$ cat src/rtl/jt1942_sdram_arb.sv
// Round-robin arbiter sharing one SDRAM read port among SLOTS ROM requesters.
// Each slot keeps a one-word cache (data + address tag), so repeated reads of
// the same address never reach the SDRAM. Refresh is allowed while idle.
module jt1942_sdram_arb #(
    parameter int SLOTS = 5,
    parameter int AW    = 22
) (
    input  logic                clk,
    input  logic                rst_n,
    input  logic                downloading,
    input  logic                loop_rst,
    input  logic [SLOTS-1:0]    slot_cs,
    input  logic [SLOTS*AW-1:0] slot_addr,
    output logic [SLOTS-1:0]    slot_ok,
    output logic [SLOTS*32-1:0] slot_dout,
    output logic                sdram_req,
    output logic [AW-1:0]       sdram_addr,
    input  logic                sdram_ack,
    input  logic                data_rdy,
    input  logic [31:0]         data_read,
    output logic                refresh_en
);

    localparam int GW = (SLOTS > 1) ? $clog2(SLOTS) : 1;

    typedef enum logic [1:0] {
        IDLE,
        WAIT_ACK,
        WAIT_RDY
    } state_t;

    state_t           state_q, state_d;
    logic             arm_q, arm_d;         // grant latched in IDLE, request goes out next cycle
    logic [GW-1:0]    gnt_q, gnt_d;
    logic [GW-1:0]    last_q, last_d;
    logic             req_q, req_d;
    logic [AW-1:0]    addr_q, addr_d;
    logic             refresh_q, refresh_d;
    logic [SLOTS-1:0] valid_q, valid_d;
    logic [AW-1:0]    tag_q  [SLOTS];
    logic [AW-1:0]    tag_d  [SLOTS];
    logic [31:0]      dout_q [SLOTS];
    logic [31:0]      dout_d [SLOTS];

    logic [SLOTS-1:0] hit, pend;
    logic [GW-1:0]    pick, scan_slot;
    logic             pick_vld;
    int               scan_idx;
    logic             abort, done;

    assign abort = downloading | loop_rst;

    // Per-slot cache lookup: a hit needs a valid tag matching the live address.
    always_comb begin
        // NOTE: every signal driven here gets a default before any condition,
        // otherwise synthesis infers a latch to hold the missing cases.
        hit       = '0;
        slot_ok   = '0;
        pend      = '0;
        slot_dout = '0;
        for (int i = 0; i < SLOTS; i++) begin
            hit[i]                = valid_q[i] && (tag_q[i] == slot_addr[i*AW +: AW]);
            slot_ok[i]            = slot_cs[i] & hit[i];
            pend[i]               = slot_cs[i] & ~hit[i];
            slot_dout[i*32 +: 32] = dout_q[i];
        end
    end

    // Round-robin pick: first pending slot scanning upward from last+1.
    always_comb begin
        pick      = last_q;
        pick_vld  = 1'b0;
        scan_idx  = 0;
        scan_slot = '0;
        for (int k = 1; k <= SLOTS; k++) begin
            scan_idx  = (int'(last_q) + k) % SLOTS;
            scan_slot = GW'(scan_idx);
            if (!pick_vld && pend[scan_slot]) begin
                pick     = scan_slot;
                pick_vld = 1'b1;
            end
        end
    end

    // Next-state logic: transaction sequencing and cache fill.
    always_comb begin
        state_d   = state_q;
        arm_d     = arm_q;
        gnt_d     = gnt_q;
        last_d    = last_q;
        req_d     = req_q;
        addr_d    = addr_q;
        valid_d   = valid_q;
        tag_d     = tag_q;
        dout_d    = dout_q;
        done      = 1'b0;
        refresh_d = (state_q == IDLE) && !(|pend) && !downloading;

        if (abort) begin
            // Cached data is left in place but can no longer hit.
            state_d = IDLE;
            arm_d   = 1'b0;
            req_d   = 1'b0;
            valid_d = '0;
            last_d  = GW'(SLOTS - 1);
        end else begin
            unique case (state_q)
                IDLE: begin
                    if (arm_q) begin
                        req_d   = 1'b1;
                        arm_d   = 1'b0;
                        state_d = WAIT_ACK;
                    end else if (pick_vld) begin
                        gnt_d  = pick;
                        addr_d = slot_addr[int'(pick)*AW +: AW];
                        arm_d  = 1'b1;
                    end
                end
                WAIT_ACK: begin
                    if (sdram_ack) begin
                        req_d = 1'b0;
                        if (data_rdy) begin
                            // Ack and data together: finish in one step.
                            done    = 1'b1;
                            state_d = IDLE;
                        end else begin
                            state_d = WAIT_RDY;
                        end
                    end
                end
                WAIT_RDY: begin
                    if (data_rdy) begin
                        done    = 1'b1;
                        state_d = IDLE;
                    end
                end
                default: state_d = IDLE;
            endcase

            // Data is filed under the latched address, even if the requester
            // has moved on, so the tag always describes the stored word.
            if (done) begin
                dout_d[gnt_q]  = data_read;
                tag_d[gnt_q]   = addr_q;
                valid_d[gnt_q] = 1'b1;
                last_d         = gnt_q;
            end
        end
    end

    // State and cache registers.
    always_ff @(posedge clk) begin
        // NOTE: sequential state uses non-blocking assignments so every
        // register samples pre-edge values regardless of statement order.
        if (!rst_n) begin
            state_q   <= IDLE;
            arm_q     <= 1'b0;
            gnt_q     <= '0;
            last_q    <= GW'(SLOTS - 1);
            req_q     <= 1'b0;
            addr_q    <= '0;
            refresh_q <= 1'b0;
            valid_q   <= '0;
            for (int i = 0; i < SLOTS; i++) begin
                tag_q[i]  <= '0;
                // NOTE: the data words are visible on slot_dout, so they are
                // cleared on reset instead of being left as an unreset RAM.
                dout_q[i] <= '0;
            end
        end else begin
            state_q   <= state_d;
            arm_q     <= arm_d;
            gnt_q     <= gnt_d;
            last_q    <= last_d;
            req_q     <= req_d;
            addr_q    <= addr_d;
            refresh_q <= refresh_d;
            valid_q   <= valid_d;
            tag_q     <= tag_d;
            dout_q    <= dout_d;
        end
    end

    assign sdram_req  = req_q;
    assign sdram_addr = addr_q;
    assign refresh_en = refresh_q;

endmodule

$ cat config.mk
export PLATFORM = sky130hd
export DESIGN_NAME = jt1942_sdram_arb
export DESIGN_NICKNAME = d
export VERILOG_FILES = /design/src/rtl/jt1942_sdram_arb.sv
export SDC_FILE = /design/constraint.sdc
export NUM_CORES = 1
export LEC_CHECK = 0
export CORE_UTILIZATION = 56
export CTS_BUF_LIST = sky130_fd_sc_hd__clkbuf_2 sky130_fd_sc_hd__clkbuf_4 sky130_fd_sc_hd__clkbuf_8
export DETAILED_ROUTE_END_ITERATION = 12
export PLACE_DENSITY = 0.94
export SYNTH_ARGS = -nofsm -noshare
export SYNTH_HDL_FRONTEND = slang
export SYNTH_SLANG_ARGS = --single-unit
$ cat constraint.sdc
create_clock -name clk -period 10.25 [get_ports clk]
set_input_delay 2.5625 -clock clk [delete_from_list [all_inputs] [get_ports clk]]
set_output_delay 2.5625 -clock clk [all_outputs]
set_load 0.01 [all_outputs]
Word level (Yosys, flattened, before mapping). Index checks and enable logic that the tools add are counted.

Register bits: 308. Input bits: 153. Output and inout bits: 189.

Shift operators: 1. Mux-type cells: 42. Reduce and logical (&&, ||, !) cells: 27. Add/sub/neg operators: 5. Multipliers: 1. Div/mod/pow operators: 5. Bitwise logic cells: 21. Equality and inequality tests: 10. $lt $le $gt $ge: 9.

Operators by type and width (count): $bwmux 160 (1); $mod 32x4->32 const B (5); $bwmux 110 (1); $eq 22x22->1 (5); $shiftx 110x9->22 (1); $demux 32 s3 (1); $demux 22 s3 (1); $mux 32 (1); $lt 3x4->1 const B (6); $mux 22 (1); $mux 1 (18); $bmux 1 s3 (5); $mux 3 (5); $logic_and 1x1->1 (13); $and 1x1->1 (10); $add 3x2->4 const B (2); $add 3x3->4 const B (2); $mux 2 (4); $not 1->1 (8); $mul 3x4->7 const B (1); $logic_not 1->1 (6); $ne 2x2->1 const B (3); $pmux 2 s3 (1); $reduce_and 3->1 (2); other kinds (17) (18).

Depth between registers and ports, before layout.
Depth in word-level cells: 21. Gate-level depth with buffers: 23. Gate-level depth less buffers: 20.

Worst setup path after synthesis. No wires, ideal clock.

Path type: in2out. Start point: input slot_addr[25]. End point: output slot_ok[1]. Setup slack: 4.163 ns. Data required time: 7.688 ns. Arrival: 3.524 ns. Cell stages on the path: 5. Buffers on the path: 0. Cell sequence: xnor2_1 nand4_1 nor4_1 nand3_1 nor2_1.

Cells in the longest elaborated chain, start to end: 3.

Ends and longest elaborated chain: start: declaration (line 13) `input logic [SLOTS*AW-1:0] slot_addr,`; $eq 22x22->1 (line 62) `hit[i] = valid_q[i] && (tag_q[i] == slot_addr[i*AW +: AW]);`; $logic_and 1x1->1 (line 62); $and 1x1->1 (line 63) `slot_ok[i] = slot_cs[i] & hit[i];`; end: declaration (line 14) `output logic [SLOTS-1:0] slot_ok,`.

No other way between the ends.

Worst setup path after layout.
Start point: input slot_addr[78]. End point: output slot_ok[3].

Same word-level chain as after synthesis.

==> summary.txt <==
Setup path
  – Critical path endpoint category: primary output
  – Reg-to-Reg Start: last_q[2]
  – CP Class: primary input to primary output
  – CP Data Required Time: around 7700 ps
  – Worst setup path start: slot_addr[78]
  – Max Fanout on Critical Path: 3
  – Critical Path AT: 5210 ps
  – Crit path launch type: primary input

Detailed routing
  – Routed via count: between 15k and 20k
  – WL final: around 54 mm
  – DR iter-0 viols: 1714
  – Vias per inst: about 6.2
  – Drt first pass iters: 6
  – Antenna-violating nets left: 0
  – # DRC: 0
  – DR WL/cell: roughly 21 um

Die
  – Io pins: between 300 and 400
  – Die W: ~160 um
  – Die Ht: 165 um
  – Initial core utilization: between 50% and 60%
  – Die area: 0.0271 sq mm
  – Num rows: 59
  – Core Area: ~0.026 sq mm

Final layout
  – Layout cells sized above 1: between 6 and 7%
  – Fillers: about 1.7k
  – Most frequent cells in the layout: 561 x nand2_1, 341 x clkdlybuf4s50_1, 308 x dfxtp_1, 298 x a21oi_1, 92 x xnor2_1
  – Synth-to-layout area growth: 30.2%
  – Multi-input combinational cell area: just over 0.008 sq mm
  – Fin nets: about 2.4k
  – Most common cell after layout, fill and taps aside: nand2_1
  – Area occupied by registers: 0.00617 sq mm

CTS
  – CTS Buffer Depth: 3
  – Num CTS Buffers: between 40 and 50
  – Clk sinks: roughly 300
  – Clk_lat worst skew: 570 ps
  – Clk slew on worst S/H paths: 60 ps
  – CTS root buffer: clkbuf_8
  – Htree depth: 2
  – CTS tree: yes
  – Post-CTS Resized: 0
  – Post-CTS Setup Repair Bufs: 0
  – CTS Hold Bufs: 0

Place
  – Final GP Congestion: roughly 1.0
  – Port Buffers: between 300 and 400
  – DP HPWL: ~36 mm

Logic synthesis
  – Post-synth EDFFs: 0
  – Post-synth top area share: a little over two fifths
  – Main area contributors after synthesis: dfxtp_1 42%, nand2_1 14%, a21oi_1 10%
  – Post-synth ARST share: 0%
  – Synth Net Count: 2072
  – Yosys warns: 0
  – Cell Area, Synth: between 0.01 and 0.015 sq mm
  – Syn avg cell area: 7.86 sq um
  – FF+latch count, synth: 308
  – Synth area leader: dfxtp_1
  – Distinct cell type count after synthesis: 78
  – Gate Count Post-Synth: around 1.9k
  – Seq/Total Area, Yosys: about two fifths
  – Top_reg_cell synth: dfxtp_1

STA
  – Period utilization: ~76%
  – Fin. max-slew vios: 0
  – Hold violation total from the final report: 0
  – Max frequency: about 130 MHz
  – # setup viols final: 0
  – Worst hold margin: roughly 450 ps
  – Min Tclk post-route: between 7000 and 8000 ps
  – TNS Setup: 0 ps
  – Fin Clk Skew: between 20 and 30 ps
  – Worst-margin pin slew: ~1300 ps
  – RSZ-0062 raised after global routing: false
  – Worst slew margin: 16.2%

Power and ir drop
  – Pwr dens: 130 mW/mm^2
  – Leakage: between 6 and 7 nW
  – VDD IR max: approximately 0.13 mV
  – Final Power: 2.50 mW

Global routing
  – Largest net degree at the start of global routing: between 150 and 200
  – Vias in the first global route: 15.3k
  – Total gr overflow: 0
  – First-pass GRT wire length: approximately 81 mm
  – Gr usage total: between 30% and 40%
  – Initial antenna violation count: 6

Min path
  – Hold Crit Class: register to register
  – Hold_sp: slot_dout[105]

Outcome
  – Status: complete, no violations

Flow run
  – Max-cap violations: 0
-- cells in the mapped netlist, drive strengths merged, types with 2 or more instances --
cell type and number:
o21ba 3, a31oi 6, nor3b 2, clkinv 2, a211o 4, nor4b 4, nand3 38, dfxtp 308
o211ai 29, o22ai 3, o31ai 4, mux2 3, a22oi 26, a21oi 301, nor2 26, nor4 13
or3 4, nand2b 9, and4 2, a21boi 48, a211oi 8, nand2 566, o21ai 44, buf 21
ha 32, xnor2 94, o211a 2, o21a 3, nor3 12, inv 28, nand4b 2, mux2i 13
or4 2, and2 4, and3 55, nand3b 2, o32ai 2, nand4 25, xor2 24, clkbuf 98
a311oi 2
-- critical path, cell delays in order --
cell and delay, ps:
clkdlybuf4s50_1 500, xnor2_1 140, nand4_1 210, nor4_1 940, and3_1 310, clkdlybuf4s50_1 550
-- cell type report --
cell class | count | area share (%)
antenna | 8 | 0.104
clock buffer | 73 | 4.82
clock inverter | 5 | 0.162
inverter | 30 | 0.623
multi-input combinational | 1429 | 41.9
sequential | 308 | 32.0
tap | 335 | 2.17
timing repair buffer | 355 | 18.2
-- path summary, 6_finish.rpt --
kind                    endpoint  slack (ps)  cells past startpoint
setup / recovery      slot_ok[3]        2480                      6
hold / removal    slot_dout[105]         450                      2
setup reg to reg  sdram_addr[10]        3510                     19
hold reg to reg   slot_dout[105]         450                      2
-- stage by stage --
step           util (%)  setup WS (ps)  cells  cell area (sq um)
6_report           74.2           2480   2543              19300
5_1_grt            74.2           2510   2541              19300
4_1_cts            74.2           2640   2535              19300
3_5_place_dp       70.5           2640   2457              18300
3_3_place_gp       70.5           2640   2457              18300
2_1_floorplan         -           4160   1886              14800
-- where the power goes --
group          switching, mW  internal, mW
Combinational          0.121         0.102
Sequential            0.0211          1.20
Clock                  0.483         0.574
-- flip-flops by register name, summed over array words and instances, names as in the netlist --
name / count
sdram_addr: 22
gnt_q: 3
valid_q: 5
refresh_en: 1
last_q: 3
state_q: 2
sdram_req: 1
arm_q: 1
tag_q: 110
slot_dout: 160
-- routing by layer --
metal	vias to the layer above	wire length (um)	global-route usage (%)
met3	245	6960	11.4
met5	-	0	0
met4	0	3180	22.2
met2	1151	24600	62.3
met1	7342	19300	45.0
li1	6994	-	-
-- logic make-up after synthesis --
kind of cell / synth area share [%]
xor+xnor: 7.15
compound gates: 20.4
flops: 41.6
fa+ha+maj: 2.84
simple gates: 22.7
buf+inv: 4.16
mux: 1.22
No activity file was read; power rests on OpenSTA's default activity.
